**config.mk**
```make
export PLATFORM = sky130hd
export DESIGN_NAME = uart_rx_fifo_flat
export DESIGN_NICKNAME = d
export VERILOG_FILES = /design/src/rtl/uart_pkg.sv /design/src/rtl/uart_rx_fifo_if.sv /design/src/rtl/sync_fifo.sv /design/src/rtl/uart_rx_fifo.sv /design/src/flat_wrapper.sv
export SDC_FILE = /design/constraint.sdc
export NUM_CORES = 1
export LEC_CHECK = 0
export BUFFER_PORTS_ARGS = -buffer_cell sky130_fd_sc_hd__buf_4
export CAP_MARGIN = 20
export CORE_MARGIN = 2
export CORE_UTILIZATION = 50
export CTS_CLUSTER_DIAMETER = 40
export DETAILED_ROUTE_END_ITERATION = 8
export PLACE_DENSITY = 0.65
export SETUP_SLACK_MARGIN = 0.4
export SLEW_MARGIN = 5
export SYNTH_ARGS = -nofsm -noshare
export SYNTH_HDL_FRONTEND = slang
export SYNTH_HIERARCHICAL = 1
export SYNTH_SLANG_ARGS = --single-unit
```
**constraint.sdc**
```tcl
create_clock -name clk -period 3.8 [get_ports clk]
set_input_delay 0.19 -clock clk [delete_from_list [all_inputs] [get_ports clk]]
set_output_delay 0.19 -clock clk [all_outputs]
set_load 0.05 [all_outputs]
```
**src/rtl/uart_pkg.sv**
```systemverilog
// Shared definitions for the UART receive path: FSM state encoding and
// the bit-timing helpers used to size the baud counter.
package uart_pkg;

    typedef enum logic [2:0] {
        IDLE,
        START,
        DATA,
        PARITY,
        STOP,
        WAIT_HIGH
    } rx_state_e;

    function automatic int clks_per_bit(input int clk_freq, input int bit_rate);
        return clk_freq / bit_rate;
    endfunction

    // Bits needed to hold values 0..max_count-1, never less than one.
    function automatic int cnt_width(input int max_count);
        return (max_count > 1) ? $clog2(max_count) : 1;
    endfunction

endpackage

```
**src/rtl/uart_rx_fifo_if.sv**
```systemverilog
// Valid/ready byte stream between the UART receiver (master) and the
// command parser that consumes received bytes (slave).
interface uart_rx_fifo_if #(
    parameter int PAYLOAD_BITS = 8
);
    logic [PAYLOAD_BITS-1:0] rx_data;
    logic                    rx_valid;
    logic                    rx_ready;

    modport master (
        output rx_data,
        output rx_valid,
        input  rx_ready
    );

    modport slave (
        input  rx_data,
        input  rx_valid,
        output rx_ready
    );
endinterface

```
**src/rtl/sync_fifo.sv**
```systemverilog
// First-word-fall-through FIFO; a push while full is accepted only when a
// pop frees the head slot in the same cycle.
module sync_fifo #(
    parameter int WIDTH = 8,
    parameter int DEPTH = 8
) (
    input  logic                   clk,
    input  logic                   reset_n,
    input  logic                   push,
    input  logic [WIDTH-1:0]       push_data,
    input  logic                   pop,
    output logic [WIDTH-1:0]       head_data,
    output logic                   empty,
    output logic                   full,
    output logic [$clog2(DEPTH):0] count
);
    localparam int AW = $clog2(DEPTH);
    localparam logic [AW:0] PTR_ONE = {{AW{1'b0}}, 1'b1};

    // Pointers carry one extra wrap bit so full and empty are distinguishable.
    logic [AW:0]      wr_ptr_q, wr_ptr_d;
    logic [AW:0]      rd_ptr_q, rd_ptr_d;
    logic [WIDTH-1:0] mem_q [DEPTH];
    logic             do_push;
    logic             do_pop;

    assign empty   = (wr_ptr_q == rd_ptr_q);
    assign full    = (wr_ptr_q[AW] != rd_ptr_q[AW]) &&
                     (wr_ptr_q[AW-1:0] == rd_ptr_q[AW-1:0]);
    assign do_pop  = pop && !empty;
    assign do_push = push && (!full || do_pop);
    assign count   = wr_ptr_q - rd_ptr_q;

    // Head is forced to zero when empty so the output is deterministic.
    assign head_data = empty ? '0 : mem_q[rd_ptr_q[AW-1:0]];

    always_comb begin
        wr_ptr_d = wr_ptr_q;
        rd_ptr_d = rd_ptr_q;
        if (do_push) begin
            wr_ptr_d = wr_ptr_q + PTR_ONE;
        end
        if (do_pop) begin
            rd_ptr_d = rd_ptr_q + PTR_ONE;
        end
    end

    always_ff @(posedge clk or negedge reset_n) begin
        if (!reset_n) begin
            wr_ptr_q <= '0;
            rd_ptr_q <= '0;
        end else begin
            wr_ptr_q <= wr_ptr_d;
            rd_ptr_q <= rd_ptr_d;
        end
    end

    always_ff @(posedge clk) begin
        if (do_push) begin
            mem_q[wr_ptr_q[AW-1:0]] <= push_data;
        end
    end

endmodule

```
**src/rtl/uart_rx_fifo.sv**
```systemverilog
// UART receiver: 2-flop synchroniser, mid-bit sampling FSM, sticky error
// flags and a FWFT byte buffer. Define UART_RX_PARITY_EN for even parity.
module uart_rx_fifo
    import uart_pkg::*;
#(
    parameter int CLK_FREQ     = 50000000,
    parameter int BIT_RATE     = 115200,
    parameter int PAYLOAD_BITS = 8,
    parameter int BUFFER_SIZE  = 8
) (
    input  logic                          clk,
    input  logic                          reset_n,
    input  logic                          rx,
    uart_rx_fifo_if.master                bus,
    output logic                          frame_error,
    output logic                          overrun,
`ifdef UART_RX_PARITY_EN
    output logic                          parity_error,
`endif
    input  logic                          error_clear,
    output logic [$clog2(BUFFER_SIZE):0]  fifo_count
);
    localparam int CPB = clks_per_bit(CLK_FREQ, BIT_RATE);
    localparam int CW  = cnt_width(CPB);
    localparam int IW  = cnt_width(PAYLOAD_BITS);

    localparam logic [CW-1:0] CNT_HALF = CW'(CPB / 2 - 1);
    localparam logic [CW-1:0] CNT_FULL = CW'(CPB - 1);
    localparam logic [CW-1:0] CNT_ONE  = CW'(1);
    localparam logic [IW-1:0] LAST_BIT = IW'(PAYLOAD_BITS - 1);
    localparam logic [IW-1:0] IDX_ONE  = IW'(1);
`ifdef UART_RX_PARITY_EN
    localparam rx_state_e AFTER_DATA = PARITY;
`else
    localparam rx_state_e AFTER_DATA = STOP;
`endif

    logic                    rx_meta_q;
    logic                    rxs_q;
    rx_state_e               state_q, state_d;
    logic [CW-1:0]           cnt_q, cnt_d;
    logic [IW-1:0]           bit_idx_q, bit_idx_d;
    logic [PAYLOAD_BITS-1:0] shift_q, shift_d;
    logic                    frame_error_q, frame_error_d;
    logic                    overrun_q, overrun_d;
    logic                    push;
    logic                    frame_err_set;
    logic                    overrun_set;
    logic                    par_ok;
    logic                    fifo_empty;
    logic                    fifo_full;
    logic                    fifo_pop;
    logic [PAYLOAD_BITS-1:0] fifo_head;

`ifdef UART_RX_PARITY_EN
    logic par_bad_q, par_bad_d;
    logic parity_error_q, parity_error_d;
    logic par_err_set;
    assign par_ok = ~par_bad_q;
`else
    assign par_ok = 1'b1;
`endif

    always_comb begin
        state_d       = state_q;
        cnt_d         = (cnt_q == CNT_FULL) ? '0 : cnt_q + CNT_ONE;
        bit_idx_d     = bit_idx_q;
        shift_d       = shift_q;
        push          = 1'b0;
        frame_err_set = 1'b0;
`ifdef UART_RX_PARITY_EN
        par_bad_d     = par_bad_q;
        par_err_set   = 1'b0;
`endif
        case (state_q)
            IDLE: begin
                cnt_d     = '0;
                bit_idx_d = '0;
`ifdef UART_RX_PARITY_EN
                par_bad_d = 1'b0;
`endif
                if (!rxs_q) begin
                    state_d = START;
                end
            end
            START: begin
                // Re-check the line half a bit in to reject short glitches.
                if (cnt_q == CNT_HALF) begin
                    cnt_d     = '0;
                    bit_idx_d = '0;
                    state_d   = rxs_q ? IDLE : DATA;
                end
            end
            DATA: begin
                if (cnt_q == CNT_FULL) begin
                    shift_d = {rxs_q, shift_q[PAYLOAD_BITS-1:1]};
                    if (bit_idx_q == LAST_BIT) begin
                        state_d = AFTER_DATA;
                    end else begin
                        bit_idx_d = bit_idx_q + IDX_ONE;
                    end
                end
            end
`ifdef UART_RX_PARITY_EN
            PARITY: begin
                if (cnt_q == CNT_FULL) begin
                    par_bad_d   = ^{shift_q, rxs_q};
                    par_err_set = ^{shift_q, rxs_q};
                    state_d     = STOP;
                end
            end
`endif
            STOP: begin
                if (cnt_q == CNT_FULL) begin
                    if (rxs_q) begin
                        push    = par_ok;
                        state_d = IDLE;
                    end else begin
                        frame_err_set = 1'b1;
                        state_d       = WAIT_HIGH;
                    end
                end
            end
            WAIT_HIGH: begin
                // A held break stays here so it reports only one error.
                cnt_d = '0;
                if (rxs_q) begin
                    state_d = IDLE;
                end
            end
            default: begin
                cnt_d   = '0;
                state_d = IDLE;
            end
        endcase
    end

    assign fifo_pop      = ~fifo_empty & bus.rx_ready;
    assign overrun_set   = push & fifo_full & ~fifo_pop;
    assign frame_error_d = frame_err_set | (frame_error_q & ~error_clear);
    assign overrun_d     = overrun_set | (overrun_q & ~error_clear);
`ifdef UART_RX_PARITY_EN
    assign parity_error_d = par_err_set | (parity_error_q & ~error_clear);
`endif

    always_ff @(posedge clk or negedge reset_n) begin
        if (!reset_n) begin
            rx_meta_q     <= 1'b1;
            rxs_q         <= 1'b1;
            state_q       <= IDLE;
            cnt_q         <= '0;
            bit_idx_q     <= '0;
            frame_error_q <= 1'b0;
            overrun_q     <= 1'b0;
`ifdef UART_RX_PARITY_EN
            par_bad_q      <= 1'b0;
            parity_error_q <= 1'b0;
`endif
        end else begin
            rx_meta_q     <= rx;
            rxs_q         <= rx_meta_q;
            state_q       <= state_d;
            cnt_q         <= cnt_d;
            bit_idx_q     <= bit_idx_d;
            frame_error_q <= frame_error_d;
            overrun_q     <= overrun_d;
`ifdef UART_RX_PARITY_EN
            par_bad_q      <= par_bad_d;
            parity_error_q <= parity_error_d;
`endif
        end
    end

    always_ff @(posedge clk) begin
        shift_q <= shift_d;
    end

    sync_fifo #(
        .WIDTH (PAYLOAD_BITS),
        .DEPTH (BUFFER_SIZE)
    ) u_fifo (
        .clk       (clk),
        .reset_n   (reset_n),
        .push      (push),
        .push_data (shift_q),
        .pop       (fifo_pop),
        .head_data (fifo_head),
        .empty     (fifo_empty),
        .full      (fifo_full),
        .count     (fifo_count)
    );

    assign bus.rx_data  = fifo_head;
    assign bus.rx_valid = ~fifo_empty;
    assign frame_error  = frame_error_q;
    assign overrun      = overrun_q;
`ifdef UART_RX_PARITY_EN
    assign parity_error = parity_error_q;
`endif

endmodule

```
**src/flat_wrapper.sv**
```systemverilog
// flat-port wrapper written by rule: the top's interface ports become plain ports
module uart_rx_fifo_flat import uart_pkg::*;
#(
    parameter int CLK_FREQ     = 50000000,
    parameter int BIT_RATE     = 115200,
    parameter int PAYLOAD_BITS = 8,
    parameter int BUFFER_SIZE  = 8
)
  (clk, reset_n, rx, frame_error, overrun, error_clear, fifo_count, bus_rx_data, bus_rx_valid, bus_rx_ready);
  uart_rx_fifo_if #(.PAYLOAD_BITS(PAYLOAD_BITS)) bus_i ();
  input  logic clk;
  input  logic reset_n;
  input  logic rx;
  output logic frame_error;
  output logic overrun;
  input  logic error_clear;
  output logic [$clog2(BUFFER_SIZE):0] fifo_count;
  output wire logic [$bits(bus_i.rx_data)-1:0] bus_rx_data;
  output wire logic [$bits(bus_i.rx_valid)-1:0] bus_rx_valid;
  input wire logic [$bits(bus_i.rx_ready)-1:0] bus_rx_ready;
  assign bus_rx_data = bus_i.rx_data;
  assign bus_rx_valid = bus_i.rx_valid;
  assign bus_i.rx_ready = bus_rx_ready;
  uart_rx_fifo #(.CLK_FREQ(CLK_FREQ), .BIT_RATE(BIT_RATE), .PAYLOAD_BITS(PAYLOAD_BITS), .BUFFER_SIZE(BUFFER_SIZE)) u_core (.clk(clk), .reset_n(reset_n), .rx(rx), .bus(bus_i), .frame_error(frame_error), .overrun(overrun), .error_clear(error_clear), .fifo_count(fifo_count));
endmodule
```
==> results of run 1 <==
through the flow:
step | cells | setup WS [ns] | total power, uW | cell area (sq um) | hold slack (ns)
after global routing | 437 | 0.644 | 1900 | 4800 | 0.0488
after detailed placement | 419 | 0.896 | 1180 | 4580 | 0.133
after floorplan | 299 | 0.902 | 1170 | 4320 | -0.106
final | 437 | 0.838 | 1840 | 4800 | 0.0528
after CTS | 437 | 0.871 | 1850 | 4800 | 0.0414
after global placement | 419 | 0.981 | 1180 | 4580 | 0.127
flip-flops by register name, indices dropped and copies added, names as in the netlist:
register                cells
u_core/bit_idx_q            3
u_core/cnt_q                9
u_core/frame_error          1
u_core/overrun              1
u_core/rx_meta_q            1
u_core/rxs_q                1
u_core/shift_q              8
u_core/state_q              3
u_core/u_fifo/mem_q        64
u_core/u_fifo/rd_ptr_q      4
u_core/u_fifo/wr_ptr_q      4
cells in the final DEF (no fill, tap or decap), drive strengths merged, types with 8 or more instances in the layout:
master / synthesis / final
edfxtp: 72 / 72
mux2i: 33 / 33
buf: 9 / 26
dfrtp: 25 / 25
nor2: 22 / 22
inv: 17 / 19
nand2: 17 / 17
xnor2: 11 / 11
ha: 10 / 10
clkbuf: 2 / 10
a22oi: 8 / 8
a221oi: 8 / 8
power groups by stage:
stage / Sequential [uW] / Combinational [uW] / Clock (uW)
floorplan: 1170 / 0.919 / 0
global placement: 1170 / 10.4 / 0
detailed placement: 1170 / 10.7 / 0
CTS: 1150 / 12.2 / 688
global route: 1150 / 13.7 / 734
finish: 1150 / 11.7 / 675
cells by family after synthesis:
| logic type | count (synthesis) | synth area share |
|---|---|---|
| AOI/OAI and AO/OA | 33 | 0.0637 |
| xor gates and xnor gates | 16 | 0.0342 |
| adders and majority gates | 11 | 0.0336 |
| buffers and inverters | 28 | 0.0298 |
| DFF | 99 | 0.658 |
| muxes | 39 | 0.0930 |
| and+or+nand+nor | 73 | 0.0881 |
final timing paths:
check | end | cells after the start | slack, ns | from
worst min-delay path | u_core/frame_error | 2 | 0.05 | error_clear
max in group asynchronous | u_core/rxs_q | 2 | 3.21 | reset_n
min in group asynchronous | u_core/cnt_q[0] | 2 | 0.29 | reset_n
worst max register to register | u_core/u_fifo/mem_q[7][1] | 7 | 0.84 | u_core/u_fifo/wr_ptr_q[0]
worst max-delay path | u_core/u_fifo/mem_q[7][1] | 7 | 0.84 | u_core/u_fifo/wr_ptr_q[0]
worst min register to register | u_core/rxs_q | 0 | 0.36 | u_core/rx_meta_q
timing repair:
action                                 4_1_cts  5_1_grt
hold buffers                                 2        0
endpoints found under the hold margin       26        0
gates resized for setup                      0        0
final cells by class:
cell class	instances	area share
multi-input combinational	172	0.281
clock inverter	6	0.0151
timing repair buffer	28	0.0448
clock buffer	10	0.0266
inverter	17	0.0133
tap	105	0.0274
sequential	99	0.592
metal layers:
| layer | up-vias | routed length [um] |
|---|---|---|
| met5 | - | 0 |
| met4 | 0 | 133 |
| met3 | 10 | 297 |
| met2 | 41 | 3900 |
| met1 | 1207 | 3660 |
| li1 | 1167 | - |
==> metrics, run 1 <==
status complete, no violations; Int Pwr 1460 uW; RSZ-0062 raised after global routing false; Post-synth EDFFs 72; Area Growth Syn to Fin 11.2%; Sw Share 0.202; GRT met2 Usage 0.286; number of global-route vias before repair 2439; nets 343; clk_lat worst skew 0.35 ns; Core Area 8300 sq um; Pleak 0.00169 uW; Synth area leaders edfxtp_1, dfrtp_1, mux2i_1, ha_1, xnor2_1; WP data arrival 2.95 ns; Critical Path, Cell by Cell inv_1, ha_1, nand4_1, inv_1, nor2b_1, o31ai_2, nor2_1; crit start category flop; Req. time, crit path 3.79 ns; antenna violations before repair 0; delay-heaviest family, CP simple AND/OR/NAND/NOR gates; FF+latch count, synth 99; Commonest cells post-synth edfxtp_1, mux2i_1, dfrtp_1; # diodes 0; vias per cell 5.55; die area 9400 sq um; Period Utilization, post-route 0.779; Synth top area share 0.501; htree depth 3; CP endpoint kind flop; routed wire length 8.00 mm; antenna viol nets, final 0; Post-Syn Instances 299; Filler cells 655; grt met1 use 0.240; leading area contributor after synthesis edfxtp_1; final max-slew violation count 0; Initial Util 0.520; CTS Buf Count 9; Tmin final 2.96 ns; RD Place Congestion 0.771; WL/cell 18.3 um; Seq/Total Area, Yosys 0.658; crit-path max FO 12; Synthesized Nets 315; Async SR Flop Fraction 0.273; row cnt 33; clock root buffer clkbuf_8; top-count cell post-synth edfxtp_1; Slowest cell on crit path nor2_1; Register Area 2840 sq um; met3 usage in global routing 0.0383; IO Pins 20; combinational share of power 0.006; First DRT Iteration DRCs 74; ys flop type edfxtp_1; clk buf depth 2; hpwl dp 5.44 mm; maximum vdd drop 0.172 mV; Buf+Inv Stages, Crit Path 2; most used cell, CP inv_1; max-cap violations 0; Sw Pwr 372 uW; Worst-Margin Slew 0.761 ns; Clk pin slew, worst setup/hold paths 0.09 ns; GR Overflow Total 0; total global-route track usage 0.177; Post-CTS Setup Repair Bufs 0; Slew headroom 0.491; drt pass-1 iters 4; TritonCTS clock tree yes; clock power share 0.368; die width 96.9 um; sequential power share 0.626; Final Hold Fails 0; Util after Layout 0.579; maximum clock rate 0.338 GHz; Fin Clk Skew 0.00860 ns; Mean Syn Cell Area 14.4 sq um; Die Height 96.9 um; Yosys cell types 50; final setup vio count 0; share of cells above drive strength 1 0.160; Hold WC Path Type in2reg; Yosys Warn Count 6; IO buf count 19; pin count of the biggest net entering global routing 36; area of the multi-input gates 1350 sq um; Sink Count 99; # DRC 0; Mapped Area 4320 sq um; routed vias 2425; Largest stage delay, worst path 0.61 ns; pwr/cell area 382 nW/um^2; Crit Path Class reg2reg; global-route wire length before repair 12.9 mm; TNS Setup 0 ns; most used routing layer met2
Note: power is estimated with default switching activity, not from simulation.
==> run 2, diff against run 1 <==
--- a/config.mk
+++ b/config.mk
@@ -11,7 +11,7 @@
 export CORE_UTILIZATION = 50
 export CTS_CLUSTER_DIAMETER = 40
 export DETAILED_ROUTE_END_ITERATION = 8
-export PLACE_DENSITY = 0.65
+export PLACE_DENSITY = 0.68
 export SETUP_SLACK_MARGIN = 0.4
 export SLEW_MARGIN = 5
 export SYNTH_ARGS = -nofsm -noshare
==> constraint.sdc (replaced) <==
create_clock -name clk -period 2.37 [get_ports clk]
set_input_delay 0.1185 -clock clk [delete_from_list [all_inputs] [get_ports clk]]
set_output_delay 0.1185 -clock clk [all_outputs]
set_load 0.05 [all_outputs]
==> run 2 against run 1 <==
Compared with the run above:
- cell area increased by 20%
- routed wire length is 6.6% higher
- cell count grew 8.9%
- worst setup slack worse by 0.54 ns
- global-route usage is 1.2 points higher
- power grew 58%
- via count up 6.6%
- clock power up 53%
- critical endpoint is now u_core/u_fifo/mem_q[1][1]
==> metrics, run 2 (synthesis results as in run 1) <==
placed cells 426 (+1.7%); vias per cell 5.43 (-2.2%); Crit Path Class reg2reg; TNS Setup 0 ns (unchanged); maximum clock rate 0.482 GHz (+43%); final setup vio count 0 (unchanged); number of global-route vias before repair 2697 (+11%); Reg2Reg Setup Slack 0.29 ns (-0.54 ns); row cnt 33 (unchanged); R2R depth 9 (+2); Core Area 8300 sq um (unchanged); # diodes 0 (unchanged); delay-heaviest family, CP simple AND/OR/NAND/NOR gates; Filler cells 540 (-18%); most frequent cells in the layout edfxtp_1, buf_4, mux2i_1; Req. time, crit path 2.45 ns (-1.34 ns); Period Utilization, post-route 0.876 (+0.0968); Tmin final 2.08 ns (-0.885 ns); final max-slew violation count 0 (unchanged); IO Pins 20 (unchanged); Buf+Inv Stages, Crit Path 4 (+2); clk_lat worst skew 0.36 ns (about the same); Initial Util 0.520 (unchanged); reg2reg end u_core/u_fifo/mem_q[1][1]; max FFs per register 64 (unchanged); routed vias 2584 (+6.6%); CTS Buf Count 9 (unchanged); nets 382 (+11%); max-cap violations 0 (unchanged); RD Place Congestion 0.833 (+8.1%); # DRC 0 (unchanged); Area after DPL 4890 sq um (+6.7%); crit start category flop; Hold WC Path Type in2async; Pleak 0.00203 uW (+20%); routed wire length 8.53 mm (+6.6%); clock root buffer clkbuf_8; total global-route track usage 0.190 (+0.0123); CP endpoint kind flop; drt pass-1 iters 4 (unchanged); crit-path max FO 8 (-4); Critical Path, Cell by Cell inv_2, ha_4, nand4_1, buf_4, inv_4, nor2b_4, nor3_4, nor4_4, buf_6; IO buf count 19 (unchanged); share of cells above drive strength 1 0.423 (+0.264); Area Growth Syn to Fin 33.2%; final cell count without fillers 476 (+8.9%); Slowest cell on crit path dfrtp_1; antenna violations before repair 0 (unchanged); reg2reg start u_core/u_fifo/rd_ptr_q[2]; maximum vdd drop 0.323 mV (+88%); First DRT Iteration DRCs 129 (+74%); antenna viol nets, final 0 (unchanged); htree depth 3 (unchanged); global-route wire length before repair 14.0 mm (+8.3%); die area 9400 sq um (unchanged); clk buf depth 2 (unchanged); pin count of the biggest net entering global routing 36 (unchanged); GR Overflow Total 0 (unchanged); Clk pin slew, worst setup/hold paths 0.10 ns (about the same); Slew headroom 0.675 (+0.184); WP data arrival 2.15 ns (-0.80 ns); RSZ-0062 raised after global routing true; Fin Clk Skew 0.00967 ns (+0.00107 ns); Worst-Margin Slew 0.486 ns (-0.275 ns); Die Height 96.9 um (unchanged); pwr/cell area 504 nW/um^2 (+32%); Sink Count 99 (unchanged); hpwl dp 5.22 mm (-4.1%); commonest non-fill, non-tap cell in the layout edfxtp_1; TritonCTS clock tree yes; WL/cell 17.9 um (-2.1%); status complete, no violations; Design Area, Final 5750 sq um (+20%); Final Hold Fails 0 (unchanged); Largest stage delay, worst path 0.42 ns (-0.19 ns); die width 96.9 um (unchanged)
run 2: layout make-up:
| type | instances | area [sq um] | share of cell area |
|---|---|---|---|
| sequential | 99 | 2850 | 0.495 |
| multi-input combinational | 172 | 1820 | 0.316 |
| timing repair buffer | 67 | 697 | 0.121 |
| tap | 105 | 131 | 0.0228 |
| clock buffer | 9 | 124 | 0.0215 |
| inverter | 17 | 68.8 | 0.0120 |
| clock inverter | 7 | 66.3 | 0.0115 |
run 2: power breakdown:
part	leakage [uW]	internal (uW)	switching [uW]
sequential	0.000995	1840	2.34
combinational	0.000941	8.79	11.6
clock	0.0000922	411	623
total	0.00203	2260	637
run 2: how the worst max path moves through the flow:
| stage | start | end | cells past startpoint | slack, ns |
|---|---|---|---|---|
| final | u_core/u_fifo/rd_ptr_q[2] | u_core/u_fifo/mem_q[1][1] | 9 | 0.29 |
| after global routing | u_core/cnt_q[2] | u_core/u_fifo/mem_q[0][7] | 6 | 0.18 |
| after CTS | u_core/u_fifo/rd_ptr_q[0] | bus_rx_data[7] | 6 | 0.31 |
| after detailed placement | u_core/cnt_q[2] | u_core/u_fifo/mem_q[0][4] | 5 | 0.13 |
| after global placement | u_core/cnt_q[2] | u_core/u_fifo/mem_q[0][5] | 5 | 0.21 |
| after floorplan | u_core/u_fifo/wr_ptr_q[1] | u_core/u_fifo/mem_q[1][0] | 7 | 0.18 |
run 2: metrics by stage:
step           utilization  setup slack, ns  total power, uW  hold slack [ns]
2_1_floorplan            -            0.179             1880           -0.177
3_3_place_gp         0.589            0.213             1900           0.0509
3_5_place_dp         0.589            0.127             1900           0.0550
4_1_cts              0.663            0.312             2920            0.199
5_1_grt              0.693            0.179             3000            0.232
6_report             0.693            0.293             2900            0.206
run 2: repair_timing:
item                                   CTS  global route
setup endpoints to repair               81            90
buffers inserted                        25             4
gates resized for setup                 33            42
gates cloned                             1             1
endpoints found under the hold margin   29             0
hold buffers                             3             0
pin swaps                               14             6
run 2: per-layer routing:
layer  vias to the layer above  GRT usage  share of wire  wire [um]
li1                       1244          -              -          -
met1                      1293      0.264           0.46       3900
met2                        39      0.304           0.51       4360
met3                         8     0.0275          0.020        168
met4                         0     0.0737          0.012         99
met5                         -          0              0          0
